`src/rtl/fp_wb_arbiter.sv`:
```
// FP register-file writeback arbiter (FPU vs FP load) with a one-cycle
// registered write port and a per-register busy scoreboard for decode hazards.
module fp_wb_arbiter #(
  parameter bit RR_EN = 1'b1
) (
  input  logic        clk,
  input  logic        rst_n,
  input  logic        fpu_valid,
  input  logic [4:0]  fpu_rd,
  input  logic [31:0] fpu_data,
  output logic        fpu_ready,
  input  logic        ld_valid,
  input  logic [4:0]  ld_rd,
  input  logic [31:0] ld_data,
  output logic        ld_ready,
  input  logic        iss_valid,
  input  logic [4:0]  iss_rd,
  input  logic [4:0]  chk_rs1,
  input  logic [4:0]  chk_rs2,
  input  logic [4:0]  chk_rs3,
  input  logic [4:0]  chk_rd,
  output logic        hazard,
  output logic        F_WE,
  output logic [4:0]  F_rd,
  output logic [31:0] F_WD,
  output logic [31:0] busy
);
  localparam int NUM_REGS = 32;
  localparam int RW       = 5;
  localparam int DW       = 32;

  typedef struct packed {
    logic [RW-1:0] rd;
    logic [DW-1:0] data;
  } wb_req_t;

  wb_req_t             fpu_req, ld_req;
  wb_req_t             wb_d, wb_q;
  logic                gnt_fpu, gnt_ld, xfer;
  logic                f_we_d, f_we_q;
  logic                last_fpu_d, last_fpu_q;
  logic [NUM_REGS-1:0] busy_d, busy_q;

  assign fpu_req.rd   = fpu_rd;
  assign fpu_req.data = fpu_data;
  assign ld_req.rd    = ld_rd;
  assign ld_req.data  = ld_data;

  // Grants are gated by rst_n so no handshake can complete while in reset.
  always_comb begin
    gnt_fpu = 1'b0;
    gnt_ld  = 1'b0;
    if (rst_n) begin
      if (fpu_valid && ld_valid) begin
        if (RR_EN && last_fpu_q) gnt_ld  = 1'b1;
        else                     gnt_fpu = 1'b1;
      end else begin
        gnt_fpu = fpu_valid;
        gnt_ld  = ld_valid;
      end
    end
  end

  assign fpu_ready = gnt_fpu;
  assign ld_ready  = gnt_ld;
  assign xfer      = gnt_fpu | gnt_ld;

  always_comb begin
    f_we_d     = xfer;
    wb_d       = wb_q;
    last_fpu_d = last_fpu_q;
    if (gnt_fpu) begin
      wb_d       = fpu_req;
      last_fpu_d = 1'b1;
    end else if (gnt_ld) begin
      wb_d       = ld_req;
      last_fpu_d = 1'b0;
    end
  end

  // Clear on the edge that commits the write; a same-cycle issue wins.
  always_comb begin
    busy_d = busy_q;
    if (f_we_q)    busy_d[wb_q.rd] = 1'b0;
    if (iss_valid) busy_d[iss_rd]  = 1'b1;
  end

  always_ff @(posedge clk or negedge rst_n) begin
    if (!rst_n) begin
      f_we_q     <= 1'b0;
      wb_q       <= '0;
      last_fpu_q <= 1'b0;
      busy_q     <= '0;
    end else begin
      f_we_q     <= f_we_d;
      wb_q       <= wb_d;
      last_fpu_q <= last_fpu_d;
      busy_q     <= busy_d;
    end
  end

  assign hazard = busy_q[chk_rs1] | busy_q[chk_rs2] | busy_q[chk_rs3] | busy_q[chk_rd];

  assign F_WE = f_we_q;
  assign F_rd = wb_q.rd;
  assign F_WD = wb_q.data;
  assign busy = busy_q;
endmodule

```
`config.mk`:
```
export PLATFORM = sky130hd
export DESIGN_NAME = fp_wb_arbiter
export DESIGN_NICKNAME = d
export VERILOG_FILES = /design/src/rtl/fp_wb_arbiter.sv
export SDC_FILE = /design/constraint.sdc
export NUM_CORES = 1
export LEC_CHECK = 0
export BUFFER_PORTS_ARGS = -buffer_cell sky130_fd_sc_hd__buf_2
export CORE_MARGIN = 2
export CORE_UTILIZATION = 50
export CTS_BUF_LIST = sky130_fd_sc_hd__clkbuf_4
export CTS_CLUSTER_DIAMETER = 200
export DETAILED_ROUTE_END_ITERATION = 12
export HOLD_SLACK_MARGIN = 0.08
export PLACE_DENSITY_LB_ADDON = 0.12
export SLEW_MARGIN = 20
export SYNTH_ARGS = -nofsm -noshare
export SYNTH_HDL_FRONTEND = slang
export SYNTH_SLANG_ARGS = --single-unit
```
`constraint.sdc`:
```
create_clock -name clk -period 4.9 [get_ports clk]
set_clock_uncertainty 0.05 [all_clocks]
set_input_delay 1.225 -clock clk [delete_from_list [all_inputs] [get_ports clk]]
set_output_delay 1.225 -clock clk [all_outputs]
set_load 0.01 [all_outputs]
```
==> out/qor.yml, run 1 <==
wl_um: 12900
syn_to_final_growth_pct: 26.5
crit_path_max_fanout: 8
swShare_pct: 39.2
min_path_cells: 2
reg2reg_depth: 6
setup_viol: 0
ys_seq_area_share_pct: 42.9
cts-root-buf: "clkbuf_4"
place_ws_ns: 0.281
synthFlopType: "dfrtp_1"
syn_area_per_cell_um2: 9.90
synth.cell_area_um2: 4140
cts_tree: "yes"
synth_cell_types: 37
vias: 4186
viasPerCell: 6.08
coreArea_um2: 8130
drive_gt1_share_pct: 38.0
startpoint_type: "input pin"
regToRegStartpoint: "last_fpu_q$_DFFE_PN0P_"
pwr-share-comb_pct: 35.3
grt_use_total_pct: 28.5
ios: 177
fin_crit_ns: 4.62
grt_pass1_wl_um: 19500
first_pass_iters: 5
cts_hold_buf: 0
worstSetupPathType: "in2out"
drv_slew: 0
cts_setup_buffers: 0
grt_pass1_vias: 3823
final.setup.worst_slack_ns: 0.281
clk_pin_slew_ns: 0.11
slew_headroom_pct: 44.3
met1_usage_pct: 37.7
grt_max_degree: 67
syn_inst: 418
drt_iter0_markers: 372
rrSetupSlack_ns: 3.22
cp.required_ns: 3.62
drc: 0
hold_viol: 0
met3_usage_pct: 5.35
p_switching_w: 0.000948
portBuffers: 176
power_frac_seq_pct: 45.5
antenna_found_initial: 0
antenna_cells: 0
dieWidth_um: 95.0
internal_power_w: 0.00147
drv_cap: 0
grt_busiest_layer: "met2"
cts_made_buffers: 9
min_to: "F_WD[11]$_DFFE_PN0P_"
ctsResizeCount: 0
dp.cells: 673
max_freq_ghz: 0.216
synth_edf_count: 0
min_period_over_period_pct: 94.3
grt_setup_unrepaired: "no"
start_util_pct: 50.9
timing.rr.end: "F_WD[3]$_DFFE_PN0P_"
p_leak_nw: 2.41
num_rows: 33
place.gp.congestion: 0.944
cts.sinks: 71
dpl.hpwl_um: 9200
cp.arrival_ns: 3.34
wl_per_cell_um: 18.8
detail-route-antenna-nets: 0
nets: 683
peakVddDrop_v: 0.000217
synth_fp_nets: 522
instances_no_fill: 689
clkPwrFrac_pct: 19.2
synth_seq_cells: 71
chipHeight_um: 95.0
power_density_nw_per_um2: 462
worstSetupEndpointType: "output port"
hold_start: "F_WD[11]$_DFFE_PN0P_"
tightest_slew_ns: 0.836
clk_latency_ns: 0.41
cts_max_path_buffers: 2
cts_max_level: 3
ys_warn_count: 0
globalRouteMet2Util_pct: 46.5
status: "finished clean"
overflow: 0
min_path_type: "reg2reg"
power.total_w: 0.00242
async_flop_share_pct: 100
setup_tns_ns: 0
die-area_um2: 9020
flip-flops by register name (all words and copies together) (netlist names):
| register | flops |
|---|---|
| F_WE | 1 |
| F_WD | 32 |
| busy | 32 |
| last_fpu_q | 1 |
| F_rd | 5 |
Yosys cell counts (all sizes together), types with 3 or more instances:
master  instances  area [um2]
a21oi           3        15.0
a22oi          37         278
buf             9        58.8
clkbuf         21        78.8
dfrtp          71        1780
mux2i          17         170
mux4           24         563
nand2          88         330
nand2b          4        25.0
nand3           9        45.0
nand3b         12        90.1
nand4           4        25.0
nor2            9        33.8
nor2b           4        25.0
nor3            6        30.0
nor4            5        31.3
nor4b           3        26.3
o21ai          67         335
or3b            4        35.0
layout by cell type (no fill, tap or decap), types with 3 or more instances in the layout:
cell type / n
a22oi_1: 37
buf_2: 176
buf_4: 4
bufinv_16: 3
clkbuf_4: 10
dfrtp_1: 71
mux2i_1: 17
mux4_1: 6
mux4_2: 18
nand2_1: 88
nand2b_1: 4
nand3_1: 9
nand3b_1: 12
nand4_1: 4
nor2_1: 8
nor2b_1: 4
nor3_1: 6
nor4_1: 5
nor4b_1: 3
o21ai_0: 67
or3b_2: 4
worst max-delay path by stage:
stage	from	to	slack, ns	cells after the start
2_1_floorplan	chk_rs3[0]	hazard	0.48	6
3_3_place_gp	chk_rs3[0]	hazard	0.30	7
3_5_place_dp	chk_rs2[2]	hazard	0.28	7
4_1_cts	chk_rs3[0]	hazard	0.28	7
5_1_grt	chk_rs3[0]	hazard	0.14	7
6_report	chk_rs2[2]	hazard	0.28	7
power by group through the flow:
stage / Clock [W] / Sequential (W) / Combinational [W]
global placement: 0 / 0.00109 / 0.000837
CTS: 0.000474 / 0.00108 / 0.000857
finish: 0.000464 / 0.00110 / 0.000855
global route: 0.000500 / 0.00111 / 0.000941
detailed placement: 0 / 0.00109 / 0.000856
floorplan: 0 / 0.00103 / 0.000456
routing by layer:
layer / vias up / routed length, um
li1: 1894 / -
met1: 1998 / 4970
met2: 268 / 6440
met3: 26 / 1270
met4: 0 / 273
met5: - / 0
critical path: stages:
cell and delay [ns]:
buf_2 0.18, mux4_1 0.59, nand3b_1 0.10, nand4_1 0.08
or4_1 0.49, or4_1 0.51, buf_2 0.15
layout make-up:
| class | instances | area (um2) |
|---|---|---|
| repair buffers | 180 | 911 |
| well taps | 105 | 131 |
| multi-input cells | 315 | 2230 |
| clock buffers | 10 | 75.1 |
| flip-flops and latches | 71 | 1780 |
| fillers | 705 | 2900 |
| inverters | 2 | 7.51 |
| clock inverters | 6 | 109 |
kinds of logic (layout without fill, tap and decap cells):
logic type	count (synthesis)	in the layout	synth area share (%)
buffers and inverters	32	198	3.51
multiplexers	43	43	18.3
AND/OR/NAND/NOR	158	158	18.8
flip-flops	71	71	42.9
AO/OA/AOI/OAI	114	114	16.5
per-stage QoR:
stage / instance area (um2) / util [%] / hold WS (ns)
2_1_floorplan: 4140 / - / 0.429
3_3_place_gp: 5050 / 62.1 / 0.403
3_5_place_dp: 5050 / 62.1 / 0.407
4_1_cts: 5240 / 64.4 / 0.436
5_1_grt: 5240 / 64.4 / 0.456
6_report: 5240 / 64.4 / 0.430
(Power assumes the default switching activity.)
==> run 2, diff against run 1 <==
Settings changed: CELL_PAD_IN_SITES_DETAIL_PLACEMENT set to 1, CELL_PAD_IN_SITES_GLOBAL_PLACEMENT set to 1, CORE_UTILIZATION 50 to 36.
==> out/qor.yml, run 2 (synthesized netlist as in run 1, its figures left out) <==
crit_buf_inv: 2
cts_max_level: 3
num_rows: 39
hold_viol: 0
start_util_pct: 36.6
final_cell_mix: "176 x buf_2, 88 x nand2_1, 71 x dfrtp_1, 67 x o21ai_0, 37 x a22oi_1"
nFillCells: 1365
grt_max_degree: 72
wl_um: 15400
fin_crit_ns: 4.64
status: "finished clean"
slew_headroom_pct: 39.4
nets: 683
place.gp.congestion: 0.920
drc: 0
worstSetupPathType: "in2out"
fin_util_pct: 46.4
drive_gt1_share_pct: 37.8
wl_per_cell_um: 21.1
grt_pass1_vias: 4379
swShare_pct: 42.2
drv_slew: 0
max_freq_ghz: 0.216
slowest_delay_ns: 0.55
cts_made_buffers: 9
crit_path_max_fanout: 10
min_path_type: "reg2reg"
clkPwrFrac_pct: 15.6
antenna_found_initial: 1
pwr-share-comb_pct: 36.7
internal_power_w: 0.00138
p_switching_w: 0.00101
p_leak_nw: 2.40
syn_to_final_growth_pct: 27.0
overflow: 0
cts-root-buf: "clkbuf_4"
crit_slowest_cell: "mux4_2"
ctsResizeCount: 0
min_period_over_period_pct: 94.6
crit_family: "simple AND/OR/NAND/NOR gates"
ios: 177
drv_cap: 0
setup_viol: 0
grt_pass1_wl_um: 24000
drt_iter0_markers: 267
worstSetupEndpointType: "output port"
vias: 4226
cts.sinks: 71
detail-route-antenna-nets: 0
coreArea_um2: 11300
startpoint_type: "input pin"
cts_max_path_buffers: 2
cp.required_ns: 3.62
cts_setup_buffers: 0
viasPerCell: 5.80
power_density_nw_per_um2: 455
tightest_slew_ns: 0.909
die-area_um2: 12400
worstPathCellList: "buf_2 > mux4_2 > nand3b_1 > nand4_1 > or4_1 > or4_1 > buf_2"
dieWidth_um: 111
setup_tns_ns: 0
cts_tree: "yes"
dpl.hpwl_um: 11400
power_frac_seq_pct: 47.7
clk_latency_ns: 0.40
first_pass_iters: 4
chipHeight_um: 111
cp.arrival_ns: 3.36
clk_pin_slew_ns: 0.11
peakVddDrop_v: 0.000140
layout_commonest_cell: "buf_2"
portBuffers: 176
grt_setup_unrepaired: "no"
cts_hold_buf: 0
grt_use_total_pct: 24.9
## run 2: cell count changes in the layout (fill, tap and decap cells not counted), sizes merged
cell	before	now
clkinvlp	2	0
clkbuf	10	12
clkinv	1	3
bufinv	3	1
diode	0	1
## run 2: power by group through the flow
stage / clock network (W) / logic [W] / registers, W
finish: 0.000372 / 0.000877 / 0.00114
global route: 0.000414 / 0.000967 / 0.00116
CTS: 0.000384 / 0.000887 / 0.00113
detailed placement: 0 / 0.000885 / 0.00114
global placement: 0 / 0.000856 / 0.00114
floorplan: 0 / 0.000456 / 0.00103
## run 2: metal layers
metal  wire (um)  track usage, %  part of all wire, %  vias to the layer above
met1        5840            29.3                   38                     2102
met4         505            12.3                  3.3                        0
li1            -               -                    -                     1893
met3        1130            5.41                  7.4                       39
met5           0               0                    0                        -
met2        7880            42.8                   51                      192
## run 2: final cells by class
cell class	count	area, um2	area share [%]
inverters	2	7.51	0.143
clock buffers	12	90.1	1.71
well taps	143	179	3.40
diodes	1	2.50	0.0476
multi-input cells	315	2240	42.7
repair buffers	180	911	17.3
clock inverters	4	46.3	0.881
flip-flops and latches	71	1780	33.8
## run 2: worst min-delay path: stages (launching register included)
cell,delay (ns)
dfrtp_1,0.35
nand2_1,0.05
nand2_1,0.05
## run 2: path summary, 6_finish.rpt
check	start	to	slack, ns	cells past startpoint
worst max-delay path	chk_rs3[2]	hazard	0.26	7
worst min-delay path	F_WD[22]$_DFFE_PN0P_	F_WD[22]$_DFFE_PN0P_	0.43	2
worst max register to register	last_fpu_q$_DFFE_PN0P_	F_WD[15]$_DFFE_PN0P_	3.14	7
worst min register to register	F_WD[22]$_DFFE_PN0P_	F_WD[22]$_DFFE_PN0P_	0.43	2
max in group asynchronous	rst_n	busy[8]$_DFF_PN0_	3.15	2
min in group asynchronous	rst_n	F_WD[26]$_DFFE_PN0P_	1.07	2
## run 2: per-stage QoR
| stage | instances | worst slack [ns] | total power (W) | hold slack [ns] | cell area (um2) |
|---|---|---|---|---|---|
| CTS | 727 | 0.263 | 0.00240 | 0.435 | 5250 |
| finish | 728 | 0.263 | 0.00239 | 0.429 | 5260 |
| global route | 728 | 0.146 | 0.00254 | 0.465 | 5260 |
| global placement | 711 | 0.279 | 0.00199 | 0.404 | 5120 |
| floorplan | 418 | 0.479 | 0.00148 | 0.429 | 4140 |
| detailed placement | 711 | 0.260 | 0.00203 | 0.407 | 5120 |
